<file path="config.mk">
export PLATFORM = sky130hd
export DESIGN_NAME = erx_rrbuf
export DESIGN_NICKNAME = d
export VERILOG_FILES = /design/src/rtl/erx_rrbuf.sv
export SDC_FILE = /design/constraint.sdc
export NUM_CORES = 1
export LEC_CHECK = 0
export BUFFER_PORTS_ARGS = -buffer_cell sky130_fd_sc_hd__clkbuf_2
export CAP_MARGIN = 30
export CELL_PAD_IN_SITES_DETAIL_PLACEMENT = 0
export CELL_PAD_IN_SITES_GLOBAL_PLACEMENT = 1
export CORE_MARGIN = 2
export CORE_UTILIZATION = 50
export CTS_CLUSTER_DIAMETER = 40
export DETAILED_ROUTE_END_ITERATION = 6
export PLACE_DENSITY_LB_ADDON = 0.1
export SLEW_MARGIN = 10
export SYNTH_ARGS = -nofsm -noshare
export SYNTH_HDL_FRONTEND = slang
export SYNTH_SLANG_ARGS = --single-unit
</file>
<file path="constraint.sdc">
create_clock -name clk -period 4 [get_ports clk]
set_input_delay 1 -clock clk [delete_from_list [all_inputs] [get_ports clk]]
set_output_delay 1 -clock clk [all_outputs]
set_load 0.02 [all_outputs]
</file>
<file path="src/rtl/erx_rrbuf.sv">
// rtl/erx_rrbuf.sv - erx read-response buffer
// FWFT FIFO between the config readback stage and the read-response channel.
module erx_rrbuf #(
  parameter int AW    = 32,
  parameter int DEPTH = 4,
  localparam int PW   = 2*AW+40,
  localparam int CW   = $clog2(DEPTH)+1
) (
  input  logic          clk,
  input  logic          nreset,
  input  logic          ecfg_access,
  input  logic [PW-1:0] ecfg_packet,
  output logic          ecfg_wait,
  output logic          rr_access,
  output logic [PW-1:0] rr_packet,
  input  logic          rr_wait,
  input  logic          clear,
  output logic          overflow,
  output logic [CW-1:0] rr_count,
  output logic [15:0]   rr_total
);

  localparam int PTRW = $clog2(DEPTH);

  logic [PW-1:0]   mem [DEPTH];
  logic [PTRW-1:0] wptr;
  logic [PTRW-1:0] rptr;
  logic [CW-1:0]   count;
  logic            full;
  logic            pop;
  logic            push;
  logic            drop;

  assign full      = (count == CW'(DEPTH));
  assign rr_access = (count != '0);
  assign rr_packet = mem[rptr];
  assign pop       = rr_access & ~rr_wait;
  // A pop in the same cycle frees the slot, so a full buffer still accepts.
  assign push      = ecfg_access & (~full | pop);
  assign drop      = ecfg_access & full & ~pop;
  // Two free slots cover the responses already in flight from the upstream pipe.
  assign ecfg_wait = (count >= CW'(DEPTH-2));
  assign rr_count  = count;

  always_ff @(posedge clk) begin
    if (push) begin
      mem[wptr] <= ecfg_packet;
    end
  end

  always_ff @(posedge clk or negedge nreset) begin
    if (!nreset) begin
      wptr  <= '0;
      rptr  <= '0;
      count <= '0;
    end else begin
      if (push) begin
        wptr <= wptr + PTRW'(1);
      end
      if (pop) begin
        rptr <= rptr + PTRW'(1);
      end
      case ({push, pop})
        2'b10:   count <= count + CW'(1);
        2'b01:   count <= count - CW'(1);
        default: count <= count;
      endcase
    end
  end

  always_ff @(posedge clk or negedge nreset) begin
    if (!nreset) begin
      overflow <= 1'b0;
    end else if (drop) begin
      overflow <= 1'b1;
    end else if (clear) begin
      overflow <= 1'b0;
    end
  end

  always_ff @(posedge clk or negedge nreset) begin
    if (!nreset) begin
      rr_total <= '0;
    end else if (clear) begin
      rr_total <= '0;
    end else if (pop && (rr_total != 16'hFFFF)) begin
      rr_total <= rr_total + 16'd1;
    end
  end

endmodule

</file>
# [Word level (Yosys, flattened, before mapping)]
# Memories as Yosys holds them, arrays and structs flattened.
# Index checks and enable logic that the tools add are counted.
[word_totals] register_bits=24 ramBits=416 input_bits=109 wordCells=36 mem_count=1
[op_classes] addsub=5 magnitude_cmp=1 eq_ne=4 muxes=7 bitwise=8 n_reduce_logical=5
[mem_list] name="mem" depth=4 word_bits=104 read_ports=1 rd_ports_with_merged_regs=0 write_ports=1 line_no="25" text="logic [PW-1:0] mem [DEPTH];"
[op_table] cell="$mux W16" n=2
[op_table] cell="$add A16 B1 Y16 const B" n=1
[op_table] cell="$ne A16 B16 Y1 const B" n=1
[op_table] cell="$pmux W3 S2" n=1
[op_table] cell="$reduce_bool A2 Y1" n=3
[op_table] cell="$add A2 B1 Y2 const B" n=2
[op_table] cell="$and A1 B1 Y1" n=4
[op_table] cell="$mux W1" n=4
[op_table] cell="$add A3 B1 Y3 const B" n=1
[op_table] cell="$eq A3 B3 Y1 const B" n=1
[op_table] cell="$ge A3 B2 Y1 const B" n=1
[op_table] cell="$not A1 Y1" n=3
[op_table] cell="$reduce_bool A3 Y1" n=1
[op_table] cell="$sub A3 B1 Y3 const B" n=1
[op_table] cell="$eq A2 B1 Y1 const B" n=1
[op_table] cell="$eq A2 B2 Y1 const B" n=1
[op_table] cell="$logic_and A1 B1 Y1" n=1
[op_table] cell="$or A1 B1 Y1" n=1

# [Longest topological paths before layout]
# Gate-level depths: netlist (run 1).
[logic_depth] ltp_word=6 mapped_depth=8 depth_no_buf=7

# [Least setup slack after synthesis (run 1)]
# No wires, ideal clock.
[synth_timing] path_kind="input to register" from="input port rr_wait" to="memory mem[1][0] in the netlist's numbering, enable pin" arrival_ns=3.661 required_time_ns=3.524 slack_ns=-0.136 stages=2 path_buffers=0 cell_sequence="nand4bb_1 > and3_1"
[synth_via] elab_chain_cells=6
[synth_lines] item="from (decl)" line_no="16" text="input logic rr_wait,"
[synth_lines] item="$not A1 Y1" line_no="37" text="assign pop = rr_access & ~rr_wait;"
[synth_lines] item="$and A1 B1 Y1" line_no="37"
[synth_lines] item="$or A1 B1 Y1" line_no="39" text="assign push = ecfg_access & (~full | pop);"
[synth_lines] item="$and A1 B1 Y1" line_no="39"
[synth_lines] item="$mux W1" line_no="46" text="if (push) begin"
[synth_lines] item="$mux W1 (implied by the code)" line_no="47" text="mem[wptr] <= ecfg_packet;"
[synth_lines] item="to (decl)" line_no="25"
# Every way passes these cells.

# [Worst setup path in the final report (run 1)]
[layout_timing] from="register rptr[0]" to="output port rr_packet[42]"
[layout_via] elab_chain_cells=1
[layout_lines] item="from (decl)" line_no="27" text="logic [PTRW-1:0] rptr;"
[layout_lines] item="from (signal assigned)" line_no="61" text="rptr <= rptr + PTRW'(1);"
[layout_lines] item="$mem_v2 Z4 W104"
[layout_lines] item="to (decl)" line_no="15" text="output logic [PW-1:0] rr_packet,"
# Every way passes these cells.

==> flow_summary_export.csv, run 1 <==
group,metric,value,unit
outcome,status,"complete, no violations",
timing,hold_viol,0,
logic_synthesis,syn_nets,800,
setup_path,crit_path_start,"rptr[0]",
logic_synthesis,syn_inst,685,
timing,fin_skew,18.6,ps
setup_path,critPathKind,"flip-flop to output pin",
layout,layout_common_cells,"edfxtp_1 (416), clkbuf_2 (234), mux4_2 (104), clkbuf_16 (54), dfrtp_1 (22)",
detailed_routing,via_per_inst,5.45,
logic_synthesis,synth_top_family_by_area,"multiplexers",
timing,period_share,85.0,%
placed_design,gp_routability_congestion,0.778,
logic_synthesis,yosys.area_share.simple,2.22,%
setup_path,critPathLaunchType,"flip-flop",
timing,setup_viol,0,
timing,final_max_slew_viol_count,0,
logic_synthesis,syn_area,16300,µm²
logic_synthesis,yosys_warnings,0,
logic_synthesis,synth-seq-cells,440,
timing,worstMarginPinSlew,836,ps
clocking,post_cts_buffers,0,
timing,fin_crit,3400,ps
timing,fmax,0.294,GHz
layout,syn_to_final_growth,22.3,%
clocking,holdBufCountCts,0,
grt,grt_pass1_vias,8495,
detailed_routing,routed_wl,31500,µm
clocking,clockBufferDepth,3,
pwr,p_per_area,775,nW/µm²
clocking,cts-root-buf,"clkbuf_16",
layout,final_common_cell,"edfxtp_1",
flow_run,cap_violations,0,
logic_synthesis,synth_flop_cell,"edfxtp_1",
detailed_routing,drc,0,
placed_design,place.port_buffers,234,
logic_synthesis,async_flop_share,5.45,%
setup_path,cp.required,3000,ps
pwr,p_leak,7.01,nW
layout,drive_gt1_share,45.5,%
clocking,clkLatencyLatePin,560,ps
logic_synthesis,synth_adder_area_share,0.506,%
clocking,clock-sinks,440,
clocking,cts.repair.resized,0,
floorplanning,num_rows,66,
logic_synthesis,synth.distinct_cells,45,
setup_path,endpoint_kind,"output pin",
placed_design,place_hpwl,19500,µm
pwr,ir_drop,561,µV
pwr,total_power,15.5,mW
clocking,path_clk_slew,60,ps
detailed_routing,ant_nets,0,
clocking,cts_tree,"done",
logic_synthesis,synth_compound_area_share,1.13,%
detailed_routing,wire_per_inst,21.7,µm
grt,grtUsageTotal,18.7,%
setup_path,arrival,2400,ps
logic_synthesis,synth_edf_count,416,
timing,relSlewSlack,43.8,%
floorplanning,initial_core_util,50.5,%
floorplanning,dieArea,34100,µm²
timing,rsz0062_at_grt,"false",
grt,grt_max_degree,68,
floorplanning,ios,235,
logic_synthesis,syn_area_per_cell,23.8,µm²
worst_hold_path,hold_path.class,"input pin to asynchronous set/reset pin",
floorplanning,die_height,185,µm
setup_path,r2r-start,"rr_total[0]",
grt,overflow,0,
floorplanning,core_area,32400,µm²
clocking,cts_made_buffers,54,
floorplanning,die_x,185,µm
detailed_routing,firstDrtPassIters,6,
logic_synthesis,synthXorXnorAreaFrac,0.268,%
detailed_routing,vias,7920,
clocking,cts-htree-levels,2,
logic_synthesis,synth-seq-area-share,80.1,%
timing,tns,0,ps
grt,grt_pass1_wl,47800,µm
logic_synthesis,synth_mux_area_share,14.7,%
grt,antenna_found_initial,5,
layout,n_fill_cell,2347,
detailed_routing,drt_iter0_drc,434,
layout,nets,1080,
layout,fin_util,61.7,%
setup_path,worstPathMaxFanout,26,
[final cells by class]
| type | instances | area [µm²] | share of cell area [%] |
|---|---|---|---|
| Sequential cell | 440 | 13100 | 65.5 |
| Multi-Input combinational cell | 206 | 3100 | 15.5 |
| Timing Repair Buffer | 254 | 1460 | 7.30 |
| Clock buffer | 65 | 1410 | 7.07 |
| Tap cell | 442 | 553 | 2.77 |
| Clock inverter | 37 | 323 | 1.62 |
| Inverter | 9 | 33.8 | 0.169 |
| Antenna cell | 1 | 2.50 | 0.0125 |
[Yosys cell counts, drive strengths merged, types with 5 or more instances]
cell	number	area (µm²)
nand2	5	18.8
nand4	5	37.5
dfrtp	24	601
mux4	104	2340
a21oi	9	45.0
o21ai	7	35.0
clkbuf	15	56.3
inv	9	33.8
ha	5	62.6
edfxtp	416	12500
nor3	7	35.0
buf	15	71.3
or4	6	50.1
nor2	5	18.8
[metal layers]
metal  GRT usage (%)  up-vias  part of all wire, %  wire [µm]
met3            6.24       80                  8.9       2790
met1            23.6     4056                   39      12200
li1                -     3504                    -          -
met2            30.4      272                   50      15600
met4            6.51        8                  2.8        887
met5               0        -                 0.15         46
[state kept, by name, summed over array words and instances (netlist names)]
register / count
rr_total: 16
mem: 416
overflow: 1
wptr: 2
rr_count: 3
rptr: 2
[power breakdown]
part	total, mW	internal, mW	leakage [nW]	switching [mW]
clock	4.57	2.74	0.837	1.83
sequential	6.36	6.02	4.13	0.346
combinational	4.55	1.87	2.05	2.68
[critical path, cell delays in order (launching register included)]
cell and delay, ps:
dfrtp_4 780, buf_12 280, mux4_2 570, clkbuf_2 180
[stage by stage]
stage                     worst slack [ps]  hold WS (ps)  instances  instance area (µm²)
final                                  602           439       1454                20000
after floorplan                       1040           498        685                16300
after detailed placement              1120           550       1351                18200
after global placement                1120           512       1351                18200
after CTS                              506           450       1453                20000
after global routing                   447           490       1454                20000
[path summary, 6_finish.rpt]
path	depth (start not counted)	slack, ps	endpoint
worst min-delay path	1	440	rr_total[12]
min in group clk	1	550	rr_count[2]
worst max-delay path	3	600	rr_packet[42]
max in group asynchronous	1	3100	rptr[1]
worst max register to register	5	1850	rr_total[8]
worst min register to register	1	550	rr_count[2]
[cell families (layout without fill, tap and decap cells)]
family	count (synthesis)	after routing
adder cells (fa/ha/maj)	6	6
AND/OR/NAND/NOR	56	56
buffers and inverters	39	365
AO/OA/AOI/OAI	29	29
multiplexers	110	110
XOR/XNOR	5	5
flip-flops	440	440
other	0	1
Power figures use the tool's default switching activity.
==> run 2, diff against run 1 <==
Settings changed: CORE_UTILIZATION 50 to 45.
Clock period 4 ns to 2.8 ns, I/O delays scaled along.
==> run 2 against run 1 <==
The run now ends with negative setup slack left. Clock-buffer cell count is 1 higher. Clock skew is 6.8 ps lower. Sequential power up 40%. Global-route usage fell by 0.54 points. Total power increased by 57%. Via count up 2.1%. Non-clock buffer count grew 18. First-iteration DRC count increased by 7.1%. Die area rose by 11%. Routed wire length grew 9.1%. Largest power group unchanged. Highest routed layer is now met4.
==> flow_summary_export.csv, run 2 (synthesis results as in run 1) <==
group,metric,value,unit
detailed_routing,vias,8086,
grt,grtUsageMet2,30.5,%
clocking,clock-sinks,440,
clocking,clkLatencyLatePin,580,ps
clocking,cts_made_buffers,58,
grt,busiest_layer,"met2",
timing,hold_slack,134,ps
timing,final_max_slew_viol_count,0,
layout,drive_gt1_share,47.3,%
detailed_routing,drt_iter0_drc,465,
clocking,clockBufferDepth,3,
timing,fin_ws,-26.9,ps
layout,layout_common_cells,"edfxtp_1 (416), clkbuf_2 (158), mux4_2 (104), clkbuf_16 (66), buf_2 (38)",
floorplanning,core_area,35700,µm²
pwr,total_power,24.3,mW
timing,fin_skew,11.8,ps
layout,nets,1102,
detailed_routing,firstDrtPassIters,4,
clocking,path_clk_slew,60,ps
floorplanning,die_x,195,µm
setup_path,critPathLaunchType,"flip-flop",
outcome,violations,"negative setup slack",
pwr,p_leak,7.39,nW
clocking,holdBufCountCts,0,
placed_design,place_hpwl,21300,µm
detailed_routing,drc,0,
timing,setup_viol,23,
floorplanning,ios,235,
clocking,cts-htree-levels,2,
grt,grt_pass1_wl,51600,µm
layout,syn_to_final_growth,28.0,%
timing,hold_viol,0,
grt,use_met3,6.59,%
detailed_routing,via_per_inst,5.42,
floorplanning,initial_core_util,45.8,%
detailed_routing,routed_wl,34400,µm
setup_path,endpoint_kind,"output pin",
timing,relSlewSlack,50.5,%
setup_path,arrival,2130,ps
timing,fin_crit,2830,ps
pwr,ir_drop,903,µV
grt,grtUsageTotal,18.1,%
outcome,status,"complete, but fails checks",
grt,grt_max_degree,47,
grt,overflow,0,
layout,regMostFlops,"mem",
placed_design,place.port_buffers,234,
placed_design,gp_routability_congestion,0.739,
setup_path,worstPathMaxFanout,11,
setup_path,cp.required,2100,ps
flow_run,cap_violations,0,
layout,n_fill_cell,2591,
timing,fmax,0.354,GHz
timing,rsz0062_at_grt,"true",
detailed_routing,wire_per_inst,23.0,µm
grt,antenna_found_initial,1,
grt,grt_pass1_vias,8738,
floorplanning,dieArea,37800,µm²
clocking,cts_tree,"done",
timing,worstMarginPinSlew,735,ps
grt,grt_use_met1,22.3,%
timing,period_share,101,%
layout,final_common_cell,"edfxtp_1",
clocking,cts-root-buf,"clkbuf_16",
floorplanning,die_height,195,µm
timing,tns,-159,ps
pwr,p_per_area,1160,nW/µm²
floorplanning,num_rows,69,
detailed_routing,ant_nets,0,
layout,largest_register_ffs,416,
setup_path,critPathKind,"flip-flop to output pin",
worst_hold_path,hold_path.class,"input pin to asynchronous set/reset pin",
[run 2: cell types whose count changed in the layout (fill, tap and decap cells not counted), sizes merged]
cell and change:
clkbuf -68, inv +1, bufinv +6, diode +1
clkinv -7, buf +87
[run 2: cell type report]
type,count,area (µm²),area share [%]
repair buffers,272,2120,10.1
clock inverters,37,473,2.26
clock buffers,66,1500,7.18
flip-flops and latches,440,13100,62.6
inverters,9,33.8,0.162
diodes,2,5.00,0.0239
multi-input cells,206,3100,14.8
well taps,461,577,2.76
[run 2: repair_timing]
item                       CTS  global route
setup endpoints to repair  102            93
buffers inserted             5             1
gates resized for setup      2           173
cloned                       0             8
[run 2: worst paths after layout]
| path | start | end | slack [ps] | cells after the start |
|---|---|---|---|---|
| max | rptr[0] | rr_packet[80] | -30 | 4 |
| min | nreset | rr_count[1] | 130 | 1 |
| max reg2reg | rr_total[0] | rr_total[8] | 740 | 5 |
| min reg2reg | rr_count[2] | rr_count[2] | 540 | 1 |
| max in group asynchronous | nreset | rptr[1] | 2180 | 1 |
| min in group clk | ecfg_packet[31] | mem[0][31] | 330 | 1 |
[run 2: critical path: stages, from the launching register on]
cell and delay (ps):
dfrtp_4 460, buf_12 170, clkbuf_16 210, mux4_2 510, buf_2 180
[run 2: routing by layer]
metal,routed length [µm],vias to the layer above
met5,0,-
met1,13400,4210
met3,2840,56
met2,17500,250
met4,690,0
li1,-,3570
[run 2: where the power goes]
group / internal, mW / total [mW] / switching, mW / leakage [nW]
clock: 4.70 / 7.42 / 2.72 / 0.958
combinational: 3.64 / 7.95 / 4.30 / 2.31
sequential: 8.59 / 8.92 / 0.325 / 4.13
total: 16.9 / 24.3 / 7.35 / 7.39
[run 2: metrics by stage]
step	cells	cell area, µm²	worst slack [ps]	util, %
after detailed placement	1374	18400	337	51.6
after global routing	1491	20900	-95.1	58.6
final	1493	20900	-26.9	58.7
after global placement	1374	18400	351	51.6
after CTS	1482	20500	-74.9	57.4
after floorplan	685	16300	141	-
